$ cat src/rtl/seg7_scan_decoder.sv
// seg7_scan_decoder: watches a multiplexed active-high 7-segment bus and
// recovers the hex nibble shown on each digit. A digit is captured once its
// {an,seg} pattern has been stable long enough; a frame is published once
// every digit has been captured, or dropped after a long quiet spell.
//
// Output handshake: frame_valid and timeout are one-cycle strobes with no
// ready/backpressure. value/digit_err change only in the cycle frame_valid
// is high and hold their contents otherwise.
module seg7_scan_decoder #(
    parameter int NUM_DIGITS  = 4,
    parameter int STABLE_CYC  = 4,
    parameter int TIMEOUT_CYC = 4096
) (
    input  logic                    clk,
    input  logic                    rst_n,
    input  logic [6:0]              seg_in,
    input  logic [NUM_DIGITS-1:0]   an_in,
    output logic [4*NUM_DIGITS-1:0] value,
    output logic [NUM_DIGITS-1:0]   digit_err,
    output logic                    frame_valid,
    output logic                    timeout,
    output logic [1:0]              fsm_state
);

    localparam int CW = $clog2(STABLE_CYC + 1);
    localparam int TW = $clog2(TIMEOUT_CYC + 1);
    localparam logic [CW-1:0] CNT_MAX  = CW'(STABLE_CYC);
    localparam logic [CW-1:0] CNT_HIT  = CW'(STABLE_CYC - 1);
    localparam logic [TW-1:0] IDLE_MAX = TW'(TIMEOUT_CYC);
    localparam logic [TW-1:0] IDLE_HIT = TW'(TIMEOUT_CYC - 1);
    localparam logic [NUM_DIGITS-1:0] ALL_SEEN = {NUM_DIGITS{1'b1}};

    typedef enum logic [1:0] {
        IDLE    = 2'd0,
        COLLECT = 2'd1,
        PUBLISH = 2'd2
    } state_t;

    state_t state;
    state_t state_nx;

    logic [6:0]              seg_s1, seg_s2;
    logic [NUM_DIGITS-1:0]   an_s1, an_s2;
    logic [CW-1:0]           cnt;
    logic [4*NUM_DIGITS-1:0] shadow;
    logic [NUM_DIGITS-1:0]   err_sh;
    logic [NUM_DIGITS-1:0]   seen;
    logic [TW-1:0]           idle_cnt;

    logic                    change_next;
    logic                    one_hot;
    logic                    capture;
    logic [NUM_DIGITS-1:0]   cap_mask;
    logic [3:0]              dec_nib;
    logic                    dec_bad;
    logic                    all_seen_nx;
    logic                    drop;
    logic                    publish;

    // Exact-match glyph lookup; anything that is not a hex glyph decodes to 0 and is flagged.
    function automatic logic [4:0] decode_glyph(input logic [6:0] s);
        logic [4:0] r;
        case (s)
            7'b1111110: r = 5'h00;
            7'b0110000: r = 5'h01;
            7'b1101101: r = 5'h02;
            7'b1111001: r = 5'h03;
            7'b0110011: r = 5'h04;
            7'b1011011: r = 5'h05;
            7'b1011111: r = 5'h06;
            7'b1110000: r = 5'h07;
            7'b1111111: r = 5'h08;
            7'b1111011: r = 5'h09;
            7'b1110111: r = 5'h0A;
            7'b0011111: r = 5'h0B;
            7'b1001110: r = 5'h0C;
            7'b0111101: r = 5'h0D;
            7'b1001111: r = 5'h0E;
            7'b1000111: r = 5'h0F;
            default:    r = 5'h10;
        endcase
        return r;
    endfunction

    // Two-flop synchroniser for the asynchronous display bus.
    always_ff @(posedge clk or negedge rst_n) begin
        if (!rst_n) begin
            seg_s1 <= '0;
            seg_s2 <= '0;
            an_s1  <= '0;
            an_s2  <= '0;
        end else begin
            seg_s1 <= seg_in;
            seg_s2 <= seg_s1;
            an_s1  <= an_in;
            an_s2  <= an_s1;
        end
    end

    // Stability detect and capture qualification on the synchronised copy.
    // change_next compares the value about to enter seg_s2/an_s2 with the
    // current one, so cnt tracks how long the synced pattern has held.
    always_comb begin
        change_next = ({an_s1, seg_s1} != {an_s2, seg_s2});
        one_hot     = (an_s2 != '0) && ((an_s2 & (an_s2 - NUM_DIGITS'(1))) == '0);
        capture     = !change_next && (cnt == CNT_HIT) && one_hot;
        cap_mask    = capture ? an_s2 : '0;
        {dec_bad, dec_nib} = decode_glyph(seg_s2);
    end

    // Stability counter: clears on any change, saturates so each stable period captures once.
    always_ff @(posedge clk or negedge rst_n) begin
        if (!rst_n) begin
            cnt <= '0;
        end else if (change_next) begin
            cnt <= '0;
        end else if (cnt != CNT_MAX) begin
            cnt <= cnt + CW'(1);
        end
    end

    // FSM state register.
    always_ff @(posedge clk or negedge rst_n) begin
        if (!rst_n) begin
            state <= IDLE;
        end else begin
            state <= state_nx;
        end
    end

    // FSM next-state logic.
    always_comb begin
        state_nx = state;
        case (state)
            IDLE: begin
                if (capture) begin
                    state_nx = (cap_mask == ALL_SEEN) ? PUBLISH : COLLECT;
                end
            end
            COLLECT: begin
                if (all_seen_nx) begin
                    state_nx = PUBLISH;
                end else if (drop) begin
                    state_nx = IDLE;
                end
            end
            PUBLISH: state_nx = COLLECT;
            default: state_nx = IDLE;
        endcase
    end

    // FSM output decode: publish strobe, partial-frame drop, debug state.
    always_comb begin
        all_seen_nx = ((seen | cap_mask) == ALL_SEEN);
        drop        = (state == COLLECT) && !capture && (idle_cnt == IDLE_HIT);
        publish     = (state == PUBLISH);
        fsm_state   = state;
    end

    // Frame datapath: shadow capture, seen tracking, idle timer and published outputs.
    always_ff @(posedge clk or negedge rst_n) begin
        if (!rst_n) begin
            shadow      <= '0;
            err_sh      <= '0;
            seen        <= '0;
            idle_cnt    <= '0;
            value       <= '0;
            digit_err   <= '0;
            frame_valid <= 1'b0;
            timeout     <= 1'b0;
        end else begin
            frame_valid <= publish;
            timeout     <= drop;

            for (int k = 0; k < NUM_DIGITS; k++) begin
                if (cap_mask[k]) begin
                    shadow[4*k +: 4] <= dec_nib;
                    err_sh[k]        <= dec_bad;
                end
            end

            case (state)
                COLLECT: seen <= drop ? '0 : (seen | cap_mask);
                default: seen <= cap_mask;
            endcase

            if (capture || drop || (state == IDLE)) begin
                idle_cnt <= '0;
            end else if (idle_cnt != IDLE_MAX) begin
                idle_cnt <= idle_cnt + TW'(1);
            end

            if (publish) begin
                value     <= shadow;
                digit_err <= err_sh;
            end
        end
    end

endmodule

$ cat config.mk
export PLATFORM = sky130hd
export DESIGN_NAME = seg7_scan_decoder
export DESIGN_NICKNAME = d
export VERILOG_FILES = /design/src/rtl/seg7_scan_decoder.sv
export SDC_FILE = /design/constraint.sdc
export NUM_CORES = 1
export LEC_CHECK = 0
export BUFFER_PORTS_ARGS = -buffer_cell sky130_fd_sc_hd__buf_2
export CAP_MARGIN = 20
export CORE_MARGIN = 5
export CORE_UTILIZATION = 40
export DETAILED_ROUTE_END_ITERATION = 16
export PLACE_DENSITY = 0.62
export SLEW_MARGIN = 15
export SYNTH_ARGS = -nofsm -noshare
export SYNTH_HDL_FRONTEND = slang
export SYNTH_SLANG_ARGS = --single-unit
export TNS_END_PERCENT = 20
$ cat constraint.sdc
create_clock -name clk -period 2 [get_ports clk]
set_input_delay 0.1 -clock clk [delete_from_list [all_inputs] [get_ports clk]]
set_output_delay 0.1 -clock clk [all_outputs]
set_load 0.02 [all_outputs]
=== Word level (Yosys, flattened, before mapping) ===
Index checks and enable logic that the tools add are counted.

* $add $sub $neg: 3
* Reductions and logical operators: 15
* Equality and inequality tests: 27
* Bitwise gates (word level): 2
* Muxes and demuxes: 13

{| class="wikitable"
|+ Operator list
! kind !! number
|-
| == test 7 bit, second input constant || 12
|-
| case mux 5 bit (16 select lines) || 1
|-
| 2-to-1 mux 13 bit || 2
|-
| == test 7 x 6 -> 1 bit, second input constant || 3
|-
| adder 13 x 1 -> 13 bit, second input constant || 1
|-
| == test 13 x 12 -> 1 bit, second input constant || 1
|-
| inequality test 13 bit, second input constant || 1
|-
| 2-to-1 mux 4 bit || 3
|-
| inequality test 11 bit || 1
|-
| == test 4 bit, second input constant || 2
|-
| 2-to-1 mux 2 bit || 4
|-
| == test 7 x 5 -> 1 bit, second input constant || 1
|-
| 2-to-1 mux 3 bit || 2
|-
| inequality test 3 bit, second input constant || 2
|-
| case mux 2 bit (3 select lines) || 1
|-
| logical AND 1 bit || 5
|-
| AND 4 bit || 1
|-
| logical NOT 4 bit || 1
|-
| OR 4 bit || 1
|-
| nonzero test 2 bit || 2
|-
| nonzero test 4 bit || 1
|-
| subtractor 4 x 1 -> 4 bit, second input constant || 1
|-
| adder 3 x 1 -> 3 bit, second input constant || 1
|-
| == test 3 x 2 -> 1 bit, second input constant || 1
|-
| 7 further kinds || 9
|}

* Output and inout port bits: 24
* Logic and storage cells: 80
* Input bits: 13
* Bits in registers: 86

=== Depth between registers and ports, before layout ===
* Depth after elaboration: 11
* Mapped depth: 8
* Mapped depth without buffers: 7

=== Least setup slack after synthesis ===
OpenSTA, ideal clock, no wires.

* Path type: reg2reg
* Start: register seg_s2[2]
* End: register shadow[0]
* Period minus slack after synthesis: 1894 ps
* Library setup time: 128 ps
* Path buffers: 2
* Required time: 1872 ps
* Cell stages (with the launch flop): 8
* Setup slack: 106 ps
* Data arrival time: 1766 ps
* Cells stage by stage: dfrtp_1 -> buf_6 -> xnor2_4 -> nand4_4 -> nor3_4 -> and4_1 -> buf_4 -> mux2_1

* Cells in the longest elaborated chain, start to end: 5
* Elaborated cells on any way between the ends: 22
* Those cells by class: eq/ne (17); mux (2); reduce/logical (3)

{| class="wikitable"
|+ RTL lines
! what !! RTL line !! source
|-
| start: declaration || 42 || <nowiki>logic [6:0] seg_s1, seg_s2;</nowiki>
|-
| start signal: assignment || 94 || <nowiki>seg_s2 <= seg_s1;</nowiki>
|-
| inequality test 11 bit || 104 || <nowiki>change_next = ({an_s1, seg_s1} != {an_s2, seg_s2});</nowiki>
|-
| logical NOT 1 bit || 106 || <nowiki>capture = !change_next && (cnt == CNT_HIT) && one_hot;</nowiki>
|-
| logical AND 1 bit (2 in series) || 106 ||
|-
| 2-to-1 mux 4 bit || 107 || <nowiki>cap_mask = capture ? an_s2 : '0;</nowiki>
|-
| end signal: indexed assignment || 177 || <nowiki>shadow[4*k +: 4] <= dec_nib;</nowiki>
|-
| end: declaration || 45 || <nowiki>logic [4*NUM_DIGITS-1:0] shadow;</nowiki>
|}

Several ways; a longest one is shown, not always the timed one.
A chain may end at the register's enable or synchronous reset.

=== Worst setup path after layout ===
* Start: register idle_cnt[1]
* End: register idle_cnt[11]

* Cells in the longest elaborated chain, start to end: 5
* Elaborated cells on any way between the ends: 9
* Those cells by class: add/sub (1); eq/ne (2); mux (2); reduce/logical (4)

{| class="wikitable"
|+ RTL lines
! what !! RTL line !! source
|-
| start: declaration || 48 || <nowiki>logic [TW-1:0] idle_cnt;</nowiki>
|-
| start signal: assignment || 190 || <nowiki>idle_cnt <= idle_cnt + TW'(1);</nowiki>
|-
| parallel branches: the longest is 5 deep, another holds adder 13 x 1 -> 13 bit || n/a ||
|}

Several ways; the timed one is not identified. The select of a mux whose other input is x is not followed.

==> out/qor.txt <==
Status - complete, no violations
Placed cell count - 490
CTS tree - done
Total gr overflow - 0
Simple-Gate Fraction of Synth Area - 0.159
Clock skew - 0.0121 ns
Final Hold Fails - 0
Kind of critical path - flip-flop to flip-flop
Worst VDD drop - 269 uV
Yosys Warn Count - 0
Crit-path max cell delay - 0.43 ns
Main synth FF type - dfrtp_1
Crit path launch type - flip-flop
Routability Congestion - 0.822
Post-synthesis cell type count - 52
First-pass GRT wire length - 12.1 mm
P per Cell Area - 664 nW/um^2
Largest net degree at the start of global routing - 46
Max_cap viols - 0
Compound-Gate Fraction of Synth Area - 0.0560
Final Setup Violations - 0
Fmax - 0.522 GHz
Reg2reg setup slack - 0.08 ns
Post-synth EDFFs - 0
CP max-delay cell - or3_4
N_diodes - 0
Sequential area share after synthesis - 0.556
Register area - 2150 um^2
Io pins - 37
Yosys reg bits - 86
Commonest non-fill, non-tap cell in the layout - dfrtp_1
Share of cells above drive strength 1 - 0.337
Length in cells of the worst reg-to-reg path - 7
Slew Limit Fails - 0
R2r endpoint - idle_cnt[11]
Die height - 108 um
Starting DRC count in detailed routing - 142
Initial antenna violation count - 0
Drt pass-1 iters - 5
Clock tree buffer depth - 2
Cells after Synth - 319
Avg Inst Size Synth - 12.1 um^2
Clk sinks - 86
Num CTS Buffers - 9
Core Util, Final - 0.502
Worst path cell trace - ha_2, and3_4, nand4_1, or3_4, a21oi_2, or2_2, nor2_1
Mapped cell area - 3870 um^2
Nets - 405
Largest family of logic cells by synthesized area - simple AND/OR/NAND/NOR gates
CP startpoint - idle_cnt[1]
Syn nets - 337
Fin crit period - 1.92 ns
H-tree level count - 3
Critical path fanouts, max - 6
Max-slew headroom - 0.604
Final period util - 0.959
Power, Total - 0.00311 W
Worst Path Required - 2.25 ns
DIE WIDTH - 108 um
Vias - 2593
Drt via density - 4.98
Die footprint - 11700 um^2
Synth Area in XOR/XNOR - 0.0673
Hold Slack - 0.281 ns
Unrepaired setup endpoints after global routing - true
Num rows - 35
Dpl hpwl - 5.08 mm
All-Layer GR Usage - 0.132
Wirelength per Cell - 13.8 um
Post-route ant nets - 0
Most frequent cells in the layout - 85 x dfrtp_1, 35 x buf_2, 30 x nor2_1, 29 x mux2_2, 21 x nand2_1
Clk root buf - clkbuf_8
Drc violations - 0
Core area - 9330 um^2
Worst Path Arrival - 2.17 ns
Vias in the first global route - 2584
RR Startpoint - idle_cnt[1]
IO Port Bufs - 36
Async SR Flop Fraction - 1.00
Leakage - 2.19 nW
Measured slew at the worst slew-check pin - 0.590 ns
Final WL - 7.19 mm
P&R area growth vs syn - 21.2%
Layout Cells excl Fill - 521
Multi-input gate area - 1670 um^2
Worst skew pair latency - 0.36 ns
Tightest Hold Check Type - input port to asynchronous set/reset pin
# fillers - 841
Synth Area in Adders - 0.0162
Clock-pin slew on the worst setup and hold paths - 0.09 ns
CP endpoint kind - flip-flop
Fraction of synthesized area in multiplexers - 0.110
Effective utilization at floorplan - 0.415
==> layer usage <==
layer  GRT usage  wire, um  up-vias
met5           0         0        -
met3      0.0221       314       20
met1       0.170      3220     1260
met2       0.218      3470       63
met4      0.0586       175        0
li1            -         -     1250
==> per-stage QoR <==
| step | cell area (um^2) | TNS (ns) | setup slack [ns] |
|---|---|---|---|
| after floorplan | 3870 | 0 | 0.106 |
| after global placement | 4280 | 0 | 0.0723 |
| after detailed placement | 4280 | 0 | 0.0284 |
| after CTS | 4580 | 0 | 0.00230 |
| after global routing | 4690 | -0.135 | -0.0203 |
| final | 4690 | 0 | 0.0825 |
==> cells by family after synthesis <==
kind of cell | after synthesis
simple gates | 108
flops | 86
buf+inv | 22
mux | 38
xor+xnor | 25
fa+ha+maj | 5
compound gates | 35
==> critical path, delay by kind of cell, from the launching register on <==
kind | cells | cell delay, ns
flops | 1 | 0.39
simple gates | 5 | 1.03
compound gates | 1 | 0.18
fa+ha+maj | 1 | 0.21
==> where the power goes <==
| part | leakage (nW) | total, W | internal [W] | switching (W) |
|---|---|---|---|---|
| Sequential | 1.15 | 0.00178 | 0.00176 | 0.0000250 |
| Clock | 0.0877 | 0.00112 | 0.000466 | 0.000652 |
| Combinational | 0.950 | 0.000212 | 0.0000983 | 0.000114 |
| Total | 2.19 | 0.00311 | 0.00232 | 0.000790 |
==> state kept, by name, indices dropped and copies added, names as in the netlist, 2 cells and up <==
signal / flops
value: 16
an_s2: 4
seg_s1: 7
seen: 4
seg_s2: 7
cnt: 3
digit_err: 4
err_sh: 4
an_s1: 4
fsm_state: 2
shadow: 16
idle_cnt: 13
==> cell type report <==
class	count	share of cell area
Sequential cell	86	0.459
Multi-Input combinational cell	212	0.357
Timing Repair Buffer	69	0.104
Tap cell	129	0.0344
Clock buffer	9	0.0264
Clock inverter	7	0.0123
Inverter	9	0.00721
==> synthesized netlist by cell type (all sizes together), types with 2 or more instances <==
cell    instances  share of area
and4            2         0.0045
dfrtp          86           0.56
a31oi           2         0.0032
nor3            2         0.0055
nor3b           3         0.0071
nor2b           6         0.0097
o22ai           3         0.0049
and2            2         0.0032
xnor2          18          0.051
mux2           36           0.10
mux2i           2         0.0052
nand2b          4         0.0065
or2             2         0.0039
o21ai          10          0.013
and3            5         0.0081
ha              5          0.016
buf            10          0.023
a21oi          10          0.013
a21boi          2         0.0039
xor2            7          0.016
nand4           7          0.021
nand2          21          0.020
clkbuf          3         0.0032
nor4            6         0.0097
nand3          12          0.018
inv             9         0.0087
nor2           30          0.029
nor4b           3         0.0068
==> how the worst max path moves through the flow <==
stage / slack (ns) / cells after the start / endpoint
CTS: 0.002 / 7 / idle_cnt[10]
floorplan: 0.11 / 7 / shadow[0]
detailed placement: 0.03 / 7 / idle_cnt[5]
finish: 0.08 / 7 / idle_cnt[11]
global placement: 0.07 / 7 / fsm_state[0]
global route: -0.02 / 7 / idle_cnt[10]
==> repair_timing <==
item / in CTS / in global routing
resized for setup: 0 / 17
hold buffers: 12 / 0
endpoints found under the hold margin: 55 / 0
endpoints found under the setup margin: 0 / 33
buffers inserted: 0 / 2
No activity file was read; power rests on OpenSTA's default activity.
